==> src/rtl/simplebus_pkg.sv <==
// simplebus_pkg
// Shared constants and types for the simplebus two-master arbiter.
//   - FSM state encodings (ARB_IDLE, ARB_BUSY_IFU, ARB_BUSY_LSU)
//   - access size codes (SIZE_B, SIZE_H, SIZE_W)
//   - default abort timeout used when ARB_TIMEOUT_EN is defined
//   - latched request record and a helper that builds an IFU fetch request
package simplebus_pkg;

    localparam logic [1:0] ARB_IDLE     = 2'd0;
    localparam logic [1:0] ARB_BUSY_IFU = 2'd1;
    localparam logic [1:0] ARB_BUSY_LSU = 2'd2;

    localparam logic [1:0] SIZE_B = 2'd0;
    localparam logic [1:0] SIZE_H = 2'd1;
    localparam logic [1:0] SIZE_W = 2'd2;

    localparam int ARB_DEFAULT_TIMEOUT = 255;

    typedef struct packed {
        logic [31:0] addr;
        logic [1:0]  size;
        logic        wen;
        logic [31:0] wdata;
        logic [3:0]  wmask;
    } simplebus_req_t;

    // Instruction fetches are always full-word reads with no write payload.
    function automatic simplebus_req_t ifuRequest(input logic [31:0] addr);
        simplebus_req_t req;
        req.addr  = addr;
        req.size  = SIZE_W;
        req.wen   = 1'b0;
        req.wdata = 32'h0;
        req.wmask = 4'h0;
        return req;
    endfunction

endpackage

==> src/rtl/simplebus_timeout_ctr.sv <==
// simplebus_timeout_ctr
// Counts BUSY cycles that pass without a memory response and flags the
// cycle in which the LIMIT-th such cycle is in progress.
// Only instantiated when ARB_TIMEOUT_EN is defined.
// Ports:
//   clock     in  rising-edge clock
//   reset     in  synchronous, active-low reset
//   i_clear   in  hold the count at zero (arbiter idle)
//   i_enable  in  count this cycle (busy and no response)
//   o_hit     out current busy cycle is the LIMIT-th without a response
module simplebus_timeout_ctr
    import simplebus_pkg::*;
#(
    parameter int LIMIT = ARB_DEFAULT_TIMEOUT
) (
    input  logic clock,
    input  logic reset,
    input  logic i_clear,
    input  logic i_enable,
    output logic o_hit
);

    logic [15:0] r_count;

    always_ff @(posedge clock) begin
        if (!reset) begin
            r_count <= 16'd0;
        end else if (i_clear) begin
            r_count <= 16'd0;
        end else if (i_enable) begin
            r_count <= r_count + 16'd1;
        end
    end

    // r_count holds the number of completed silent cycles, so the current
    // cycle is the LIMIT-th one when LIMIT-1 have already elapsed.
    assign o_hit = (r_count == 16'(LIMIT - 1));

endmodule

==> src/rtl/simplebus_arbiter.sv <==
// simplebus_arbiter
// Two-master (IFU, LSU), one-slave arbiter for the core memory bus.
// Grants one requester at a time, latches its request fields, and passes the
// memory response straight through to the granted requester only. Ties in
// IDLE go to the requester that was not granted last (LSU wins the first).
// Configuration macro: ARB_TIMEOUT_EN -- when defined, a BUSY phase lasting
// TIMEOUT_CYCLES cycles without a response is aborted with bus_err.
// Ports:
//   clock, reset                 clock and synchronous active-low reset
//   ifu_reqValid, ifu_addr       IFU fetch request
//   ifu_respValid, ifu_rdata     IFU response
//   lsu_reqValid, lsu_addr, lsu_size, lsu_wen, lsu_wdata, lsu_wmask  LSU request
//   lsu_respValid, lsu_rdata     LSU response
//   mem_reqValid, mem_addr, mem_size, mem_wen, mem_wdata, mem_wmask  memory request
//   mem_respValid, mem_rdata     memory response
//   bus_err                      aborted transaction indicator
module simplebus_arbiter
    import simplebus_pkg::*;
#(
    parameter int TIMEOUT_CYCLES = ARB_DEFAULT_TIMEOUT
) (
    input  logic        clock,
    input  logic        reset,
    input  logic        ifu_reqValid,
    input  logic [31:0] ifu_addr,
    output logic        ifu_respValid,
    output logic [31:0] ifu_rdata,
    input  logic        lsu_reqValid,
    input  logic [31:0] lsu_addr,
    input  logic [1:0]  lsu_size,
    input  logic        lsu_wen,
    input  logic [31:0] lsu_wdata,
    input  logic [3:0]  lsu_wmask,
    output logic        lsu_respValid,
    output logic [31:0] lsu_rdata,
    output logic        mem_reqValid,
    output logic [31:0] mem_addr,
    output logic [1:0]  mem_size,
    output logic        mem_wen,
    output logic [31:0] mem_wdata,
    output logic [3:0]  mem_wmask,
    input  logic        mem_respValid,
    input  logic [31:0] mem_rdata,
    output logic        bus_err
);

    logic [1:0]     r_state;
    logic           r_lastLsu;
    simplebus_req_t r_req;

    logic           w_busy;
    logic           w_grantLsu;
    logic           w_grantIfu;
    logic           w_abort;
    logic           w_done;
    logic           w_respValid;
    logic [31:0]    w_respData;
    simplebus_req_t w_lsuReq;

    // Any non-busy encoding (including the unused one) behaves as IDLE.
    assign w_busy = (r_state == ARB_BUSY_IFU) || (r_state == ARB_BUSY_LSU);

    // LSU wins unless IFU also wants the bus and LSU had the previous grant.
    assign w_grantLsu = !w_busy && lsu_reqValid && (!ifu_reqValid || !r_lastLsu);
    assign w_grantIfu = !w_busy && ifu_reqValid && !w_grantLsu;

    assign w_done = w_busy && (mem_respValid || w_abort);

    assign w_lsuReq = '{addr:  lsu_addr,
                        size:  lsu_size,
                        wen:   lsu_wen,
                        wdata: lsu_wdata,
                        wmask: lsu_wmask};

    always_ff @(posedge clock) begin
        if (!reset) begin
            r_state   <= ARB_IDLE;
            r_lastLsu <= 1'b0;
            r_req     <= '0;
        end else if (w_grantLsu) begin
            r_state   <= ARB_BUSY_LSU;
            r_lastLsu <= 1'b1;
            r_req     <= w_lsuReq;
        end else if (w_grantIfu) begin
            r_state   <= ARB_BUSY_IFU;
            r_lastLsu <= 1'b0;
            r_req     <= ifuRequest(ifu_addr);
        end else if (w_done || !w_busy) begin
            r_state   <= ARB_IDLE;
        end
    end

`ifdef ARB_TIMEOUT_EN
    logic w_timeoutHit;

    simplebus_timeout_ctr #(
        .LIMIT(TIMEOUT_CYCLES)
    ) u_timeoutCtr (
        .clock    (clock),
        .reset    (reset),
        .i_clear  (!w_busy),
        .i_enable (w_busy && !mem_respValid),
        .o_hit    (w_timeoutHit)
    );

    assign w_abort = w_busy && w_timeoutHit;
`else
    logic [15:0] w_unusedTimeout;

    assign w_unusedTimeout = 16'(TIMEOUT_CYCLES);
    assign w_abort         = 1'b0;
`endif

    assign mem_reqValid = w_busy;
    assign mem_addr     = r_req.addr;
    assign mem_size     = r_req.size;
    assign mem_wen      = r_req.wen;
    assign mem_wdata    = r_req.wdata;
    assign mem_wmask    = r_req.wmask;

    // A real response in the abort cycle takes precedence, so data is only
    // forwarded when the memory actually answered.
    assign w_respValid = w_busy && (mem_respValid || w_abort);
    assign w_respData  = (w_busy && mem_respValid) ? mem_rdata : 32'h0;

    assign ifu_respValid = (r_state == ARB_BUSY_IFU) && w_respValid;
    assign ifu_rdata     = (r_state == ARB_BUSY_IFU) ? w_respData : 32'h0;
    assign lsu_respValid = (r_state == ARB_BUSY_LSU) && w_respValid;
    assign lsu_rdata     = (r_state == ARB_BUSY_LSU) ? w_respData : 32'h0;

    assign bus_err = w_abort && !mem_respValid;

endmodule

==> config.mk <==
export PLATFORM = sky130hd
export DESIGN_NAME = simplebus_arbiter
export DESIGN_NICKNAME = d
export VERILOG_FILES = /design/src/rtl/simplebus_pkg.sv /design/src/rtl/simplebus_timeout_ctr.sv /design/src/rtl/simplebus_arbiter.sv
export SDC_FILE = /design/constraint.sdc
export NUM_CORES = 1
export LEC_CHECK = 0
export ABC_AREA = 1
export CORE_AREA = 2 2 109 111
export DETAILED_ROUTE_END_ITERATION = 10
export DIE_AREA = 0 0 111 113
export PLACE_DENSITY = 0.76
export RECOVER_POWER = 25
export SLEW_MARGIN = 20
export SYNTH_ARGS = -nofsm -noshare
export SYNTH_HDL_FRONTEND = slang
export SYNTH_HIERARCHICAL = 1
export SYNTH_SLANG_ARGS = --single-unit
export TNS_END_PERCENT = 20
==> constraint.sdc <==
create_clock -name clock -period 5.15 [get_ports clock]
set_clock_uncertainty 0.2 [all_clocks]
set_input_delay 1.545 -clock clock [delete_from_list [all_inputs] [get_ports clock]]
set_output_delay 1.545 -clock clock [all_outputs]
set_load 0.05 [all_outputs]
Word level (Yosys, flattened, before mapping)
Index checks and enable logic that the tools add are counted.

Register bits after elaboration: 74. Output and inout bits: 139.

Equality and inequality tests: 2. Muxes and demuxes: 10. Bitwise operators: 1. Reduce and logical (&&, ||, !) cells: 18.

Operators by type and width (count): $mux W71 (2); $mux W32 (3); $logic_and A1 B1 Y1 (7); $mux W2 (3); $logic_not A1 Y1 (4); $reduce_bool A2 Y1 (2); $logic_or A1 B1 Y1 (3); $reduce_bool A3 Y1 (1); $eq A2 B1 Y1 const B (1); $eq A2 B2 Y1 const B (1); $mux W1 (2); $reduce_or A2 Y1 (1); $not A1 Y1 (1).

Logic depth before layout (Yosys ltp)
Gate-level depths: netlist (run 1).

Depth in word-level cells: 9. Depth in mapped cells: 10. Mapped depth without buffers: 8.

Worst setup path before layout (run 1)
No wires, ideal clock.

Kind: input to output. From: input mem_respValid. To: output lsu_rdata[22]. Data arrival time: 2684 ps. Data required time: 3405 ps. Path slack: 721 ps. Cell stages on the path: 5. Path buffers: 1. Cells stage by stage: inv_1 -> nor2_1 -> nand2_1 -> clkbuf_1 -> nor2_1.

Longest elaborated chain between the ends: 3.

RTL lines: start: declaration (RTL line simplebus_arbiter.sv:42) `input logic mem_respValid,`; $logic_and A1 B1 Y1 (RTL line simplebus_arbiter.sv:124) `assign w_respData = (w_busy && mem_respValid) ? mem_rdata : 32'h0;`; $mux W32 (RTL line simplebus_arbiter.sv:124); $mux W32 (RTL line simplebus_arbiter.sv:129) `assign lsu_rdata = (r_state == ARB_BUSY_LSU) ? w_respData : 32'h0;`; end: declaration (RTL line simplebus_arbiter.sv:35) `output logic [31:0] lsu_rdata,`.

Every way passes these cells.

Worst setup path in the final report (run 1)
From: input mem_respValid. To: output lsu_rdata[29].

The elaborated chain is that of the path after synthesis.

==> reports/summary.txt, run 1 <==
=================================================================================
Most common cell in the synthesized netlist                          sky130_fd_sc_hd__nor2_1
Core area                                                             11300 sq um
Yosys synthesis warning count                                                   6
Overall fraction of global-route tracks in use                              21.7%
Placed Cells incl. Taps                                                       966
Ys flop type                                                         sky130_fd_sc_hd__dfxtp_1
Clock latency on the worst-skew pair                                      0.33 ns
Pin count of the biggest net entering global routing                           66
Initial antenna violation count                                                 0
Post-synth EDFFs                                                                0
Register share of total power                                               30.7%
Synthesized Nets                                                              728
Distinct cell type count after synthesis                                       16
Share of synthesized registers carrying an async set or reset                  0%
Cell taking the most area after synthesis                            sky130_fd_sc_hd__dfxtp_1
Placed standard-cell area                                              7130 sq um
Launching element type of the critical path                            input port
Leftover overflow at the end of global routing                                  0
Peak Freq                                                               0.213 GHz
Summed instance area of the synthesized netlist                        3690 sq um
Unrepaired setup endpoints after global routing                             false
Number of CTS-inserted buffers                                                  9
Final design instance area without fill                                7490 sq um
Half-perimeter wire length of the detailed placement result               10.9 mm
First-pass detailed-route iteration total                                       5
Required time worst endpoint                                              3.41 ns
Critical Path Most Common Cell                                       sky130_fd_sc_hd__nor2_1
Die ar.                                                               12500 sq um
DRT Wirelength                                                            14.2 mm
Wire length of the first global-routing pass                              22.0 mm
Effective utilization at floorplan                                          32.7%
Top area cells in the synthesized netlist                            sky130_fd_sc_hd__dfxtp_1, sky130_fd_sc_hd__nor2_1, sky130_fd_sc_hd__a21oi_1
Diodes inserted                                                                 0
Avg Inst Size Synth                                                    6.29 sq um
Sequential element share of the synthesized area                            40.2%
Critical path capture point type                                      output port
CP Data Arrival Time                                                      2.95 ns
Fraction of power spent switching nets                                      34.7%
Width of the die                                                      111 microns
DR iter-0 viols                                                               257
Portion of synthesized cell area occupied by the leading cell type          40.2%
DR vias                                                                      4675
Peak supply drop                                                         0.230 mV
Maximum buffer depth of the clock tree                                          2
Count of mapped cells out of synthesis                                        586
Clock tree from TritonCTS                                                     yes
Number of standard cells in the final layout excluding fillers                982
Post-route ant nets                                                             0
Part of the total power dissipated in the clock network                     34.1%
Maximum cell stage delay along the critical path                          0.48 ns
Post-cts sizing count                                                           0
Peak fanout along the critical path                                            33
H-tree Lvls                                                                     3
Final routed DRC violation total                                                0
DR vias/cell                                                                 4.76
Hold buffer count at cts                                                        0
Ordered list of cells on the worst path                              clkdlybuf4s50_1 -> inv_1 -> nor2_1 -> nand2_1 -> buf_4 -> nor2_1 -> buf_12
Ratio of total power to cell area                                     290 nW/um^2
Slew headroom                                                               31.3%
Count of buffers from port buffering                                          277
FF+latch count, synth                                                          74
Power spent charging and discharging nets                                  752 uW
Leakage                                                                   3.38 nW
Critical Path Slowest Stage Cell                                     sky130_fd_sc_hd__clkdlybuf4s50_1
Post-synthesis to final-layout area growth                                   103%
Max Cap Violations                                                              0
Final count of negative-setup-slack endpoints                                   0
Fraction of the cycle the final worst path needs                            91.1%
Final min period                                                          4.69 ns
Number of global-route vias before repair                                    4483
Int Pwr                                                                   1.42 mW
Slew Limit Fails                                                                0
Final core utilization                                                      66.4%
Worst hold path class                                                     reg2reg
Category of the most critical setup path                                   in2out
Total Neg Setup Slack                                                        0 ns
Slew at the pin closest to its max-slew limit                             1.03 ns
Number of endpoints with negative hold slack in the final report                0
Routed wire length per instance                                      14.4 microns
Worst Slack Setup Final                                                  0.458 ns
Fraction of final layout cells with drive strength greater than 1           11.1%
I/O Pins                                                                      279
Clock sink total                                                               74
Vert. Die Dim                                                         113 microns
Library cell used as clock root buffer                               sky130_fd_sc_hd__clkbuf_16
Clock-pin slew on the worst setup and hold paths                          0.06 ns
Final weighted congestion of routability-driven global placement            0.864
Number of nets in the finished design                                         976
Post-Place Setup Slack                                                   0.467 ns
Post-CTS Setup Repair Bufs                                                      0
Comb power frac                                                             35.2%
Most frequent cells after synthesis                                  sky130_fd_sc_hd__nor2_1, sky130_fd_sc_hd__nand2_1, sky130_fd_sc_hd__dfxtp_1, sky130_fd_sc_hd__a21oi_1, sky130_fd_sc_hd__nand3_1
# rows                                                                         39
Status                                                               finished clean
=================================================================================
-- per-layer routing --
| metal | track usage (%) | wire, microns | share of wire [%] | vias to the layer above |
|---|---|---|---|---|
| li1 | - | - | - | 2327 |
| met5 | 0 | 0 | 0 | - |
| met2 | 41.6 | 7530 | 53 | 203 |
| met1 | 22.8 | 5240 | 37 | 2112 |
| met4 | 9.42 | 474 | 3.3 | 0 |
| met3 | 4.71 | 933 | 6.6 | 33 |
-- cell usage in the layout (no fill, tap or decap), types with 2 or more instances in the layout --
| cell type | n |
|---|---|
| sky130_fd_sc_hd__a21oi_1 | 73 |
| sky130_fd_sc_hd__buf_12 | 65 |
| sky130_fd_sc_hd__buf_4 | 7 |
| sky130_fd_sc_hd__bufinv_16 | 3 |
| sky130_fd_sc_hd__clkbuf_16 | 9 |
| sky130_fd_sc_hd__clkbuf_8 | 2 |
| sky130_fd_sc_hd__clkdlybuf4s50_1 | 161 |
| sky130_fd_sc_hd__dfxtp_1 | 74 |
| sky130_fd_sc_hd__dlygate4sd3_1 | 51 |
| sky130_fd_sc_hd__ha_1 | 2 |
| sky130_fd_sc_hd__inv_1 | 70 |
| sky130_fd_sc_hd__inv_2 | 3 |
| sky130_fd_sc_hd__nand2_1 | 77 |
| sky130_fd_sc_hd__nand2_2 | 2 |
| sky130_fd_sc_hd__nand3_1 | 73 |
| sky130_fd_sc_hd__nor2_1 | 131 |
| sky130_fd_sc_hd__o21ai_0 | 32 |
-- final timing paths --
check | depth (start not counted) | from | end | slack [ns]
hold reg to reg | 2 | mem_wdata[8] | mem_wdata[8] | 0.28
setup reg to reg | 7 | r_state[0] | mem_addr[18] | 2.39
hold / removal | 2 | mem_wdata[8] | mem_wdata[8] | 0.28
setup / recovery | 7 | mem_respValid | lsu_rdata[29] | 0.46
-- cell type report --
class,instances,area [sq um]
multi-input cells,392,1720
flip-flops and latches,74,1480
well taps,143,179
fillers,951,3780
clock inverters,5,108
clock buffers,11,253
inverters,73,274
repair buffers,284,3480
-- per-stage QoR --
stage,power (mW),hold WS (ns)
6_report,2.17,0.281
5_1_grt,2.27,0.305
4_1_cts,2.20,0.285
3_5_place_dp,1.46,0.274
3_3_place_gp,1.45,0.272
2_1_floorplan,1.15,0.258
-- state kept, by name, indices dropped and copies added, names as in the netlist --
| signal | cells |
|---|---|
| mem_addr | 32 |
| mem_size | 2 |
| mem_wdata | 32 |
| mem_wen | 1 |
| mem_wmask | 4 |
| r_lastLsu | 1 |
| r_state | 2 |
-- critical path, delay by kind of cell --
kind          cells  cell delay (ns)
buf+inv           4             0.96
simple gates      3             0.42
-- kinds of logic after synthesis --
kind of cell    Yosys count  synth area share, %
flops                    74                 40.2
buf+inv                 120                 13.3
simple gates            283                 31.4
fa+ha+maj                 2                0.679
other cells               1                0.102
compound gates          106                 14.4
-- power by group through the flow --
| stage | sequential, mW | combinational (mW) | clock, mW |
|---|---|---|---|
| 3_3_place_gp | 0.676 | 0.771 | 0 |
| 5_1_grt | 0.674 | 0.815 | 0.781 |
| 6_report | 0.666 | 0.763 | 0.741 |
| 4_1_cts | 0.668 | 0.783 | 0.754 |
| 3_5_place_dp | 0.679 | 0.780 | 0 |
| 2_1_floorplan | 0.887 | 0.262 | 0 |
Power figures use the tool's default switching activity.
==> inputs of run 2 (changes only) <==
--- a/config.mk
+++ b/config.mk
@@ -6,10 +6,10 @@
 export NUM_CORES = 1
 export LEC_CHECK = 0
 export ABC_AREA = 1
-export CORE_AREA = 2 2 109 111
+export CORE_MARGIN = 2
+export CORE_UTILIZATION = 30
 export DETAILED_ROUTE_END_ITERATION = 10
-export DIE_AREA = 0 0 111 113
-export PLACE_DENSITY = 0.76
+export PLACE_DENSITY = 0.71
 export RECOVER_POWER = 25
 export SLEW_MARGIN = 20
 export SYNTH_ARGS = -nofsm -noshare
==> constraint.sdc (replaced) <==
create_clock -name clock -period 5.15 [get_ports clock]
set_clock_uncertainty 0.2 [all_clocks]
set_input_delay 1.03 -clock clock [delete_from_list [all_inputs] [get_ports clock]]
set_output_delay 1.03 -clock clock [all_outputs]
set_load 0.05 [all_outputs]
==> reports/summary.txt, run 2 (synthesis results as in run 1) <==
================================================================================
Placed Cells incl. Taps                                                      970   +0.41%
Diodes inserted                                                                0   unchanged
Peak fanout along the critical path                                           32   -3.0%
DRT Wirelength                                                           13.3 mm   -6.0%
Peak Freq                                                              0.239 GHz   +12%
Unrepaired setup endpoints after global routing                            false
Cell depth of the worst min-delay path                                         2   unchanged
Post-CTS Setup Repair Bufs                                                     0   unchanged
Clock-pin slew on the worst setup and hold paths                         0.06 ns   about the same
Width of the die                                                     115 microns   +3.5%
Leakage                                                                  3.06 nW   -9.4%
Part of the total power dissipated in the clock network                    33.9%   -0.2 points
Slew headroom                                                              29.0%   -2.3 points
Library cell used as clock root buffer                              sky130_fd_sc_hd__clkbuf_16
First-pass detailed-route iteration total                                      4   -1
DR vias/cell                                                                4.67   -2.0%
Final weighted congestion of routability-driven global placement           0.809   -6.4%
Final count of negative-setup-slack endpoints                                  0   unchanged
Pin count of the biggest net entering global routing                          66   unchanged
Fraction of power spent switching nets                                     35.3%   +0.67 points
Number of standard cells in the final layout excluding fillers               986   +0.41%
Count of buffers from port buffering                                         277   unchanged
Peak supply drop                                                        0.178 mV   -23%
Required time worst endpoint                                             3.92 ns   +0.51 ns
Final min period                                                         4.18 ns   -0.513 ns
Int Pwr                                                                  1.38 mW   -2.9%
Register share of total power                                              31.3%   +0.6 points
CP Data Arrival Time                                                     2.95 ns   about the same
Routed wire length per instance                                     13.5 microns   -6.4%
I/O Pins                                                                     279   unchanged
Hold buffer count at cts                                                       0   unchanged
Number of global-route vias before repair                                   4334   -3.3%
Count of cells along the worst register-to-register path                       7   unchanged
Fraction of final layout cells with drive strength greater than 1          3.22%   -7.9 points
Status                                                              finished clean
Category of the most critical setup path                                  in2out
DR iter-0 viols                                                              174   -32%
Wire length of the first global-routing pass                             20.4 mm   -7.2%
Area of the multi-input gates                                         1720 sq um   unchanged
Post-route ant nets                                                            0   unchanged
Core area                                                            12000 sq um   +6.6%
Ratio of total power to cell area                                    312 nW/um^2   +7.6%
Most common library cell in the layout ignoring fill and taps       sky130_fd_sc_hd__clkdlybuf4s50_1
Post-Place Setup Slack                                                  0.959 ns   +0.492 ns
Worst Slack Setup Final                                                 0.971 ns   +0.513 ns
Comb power frac                                                            34.9%   -0.3 points
Fraction of the cycle the final worst path needs                           81.2%   -10 points
Half-perimeter wire length of the detailed placement result              10.0 mm   -8.1%
Clock latency on the worst-skew pair                                     0.33 ns   about the same
Overall fraction of global-route tracks in use                             19.3%   -2.3 points
Worst slack on hold paths                                               0.280 ns   -0.000249 ns
Slew Limit Fails                                                               0   unchanged
Filler cells                                                                1122   +18%
Number of endpoints with negative hold slack in the final report               0   unchanged
Clock tree from TritonCTS                                                    yes
Post-layout power                                                        2.13 mW   -1.9%
Max Cap Violations                                                             0   unchanged
Number of CTS-inserted buffers                                                 9   unchanged
Post-synthesis to final-layout area growth                                 85.1%
Slew at the pin closest to its max-slew limit                            1.06 ns   +0.0345 ns
Vert. Die Dim                                                        115 microns   +1.6%
Power spent charging and discharging nets                                 752 uW   about the same
# rows                                                                        40   +2.6%
Highest-count cells in the layout ignoring fill and taps            sky130_fd_sc_hd__clkdlybuf4s50_1, sky130_fd_sc_hd__nor2_1, sky130_fd_sc_hd__nand2_1, sky130_fd_sc_hd__dfxtp_1
Area of all sequential standard cells                                 1480 sq um   unchanged
Leftover overflow at the end of global routing                                 0   unchanged
DR vias                                                                     4600   -1.6%
Post-cts sizing count                                                          0   unchanged
Number of nets in the finished design                                        976   unchanged
Worst hold path class                                                    reg2reg
Die ar.                                                              13200 sq um   +5.2%
Clock sink total                                                              74   unchanged
Launching element type of the critical path                           input port
H-tree Lvls                                                                    3   unchanged
Final routed DRC violation total                                               0   unchanged
Maximum buffer depth of the clock tree                                         2   unchanged
Total Neg Setup Slack                                                       0 ns   unchanged
Critical path capture point type                                     output port
Initial antenna violation count                                                0   unchanged
Effective utilization at floorplan                                         30.7%   -2.0 points
================================================================================
run 2: layout make-up:
| type | count | share of cell area [%] |
|---|---|---|
| sequential | 74 | 21.7 |
| timing repair buffer | 284 | 41.4 |
| multi-input combinational | 392 | 25.2 |
| clock inverter | 6 | 1.65 |
| tap | 147 | 2.70 |
| clock buffer | 10 | 3.36 |
| inverter | 73 | 4.02 |
run 2: path summary, 6_finish.rpt:
kind | slack, ns | to | start
max | 0.97 | ifu_rdata[25] | mem_respValid
min | 0.28 | mem_wdata[16] | mem_wdata[16]
max reg2reg | 2.39 | mem_addr[23] | r_state[0]
min reg2reg | 0.28 | mem_wdata[16] | mem_wdata[16]
run 2: worst max-delay path, cell delays in order:
cell,delay [ns]
sky130_fd_sc_hd__clkdlybuf4s50_1,0.48
sky130_fd_sc_hd__inv_1,0.07
sky130_fd_sc_hd__nor2_1,0.12
sky130_fd_sc_hd__nand2_1,0.06
sky130_fd_sc_hd__buf_4,0.22
sky130_fd_sc_hd__nor2_1,0.12
sky130_fd_sc_hd__clkdlybuf4s50_1,0.84
run 2: power groups by stage:
stage / clock, mW / combinational (mW) / sequential, mW
floorplan: 0 / 0.262 / 0.887
global placement: 0 / 0.752 / 0.676
detailed placement: 0 / 0.761 / 0.679
CTS: 0.737 / 0.763 / 0.668
global route: 0.763 / 0.796 / 0.673
finish: 0.721 / 0.742 / 0.665
run 2: routing by layer:
layer,GRT usage [%],up-vias,part of all wire (%)
met1,19.7,2060,37
met3,5.54,27,7.7
met4,7.87,0,2.9
li1,-,2328,-
met2,36.7,185,52
met5,0,-,0
run 2: per-stage QoR:
| stage | utilization, % | area [sq um] |
|---|---|---|
| floorplan | - | 3690 |
| global placement | 54.0 | 6480 |
| detailed placement | 54.0 | 6480 |
| CTS | 56.8 | 6830 |
| global route | 56.8 | 6820 |
| finish | 56.8 | 6820 |
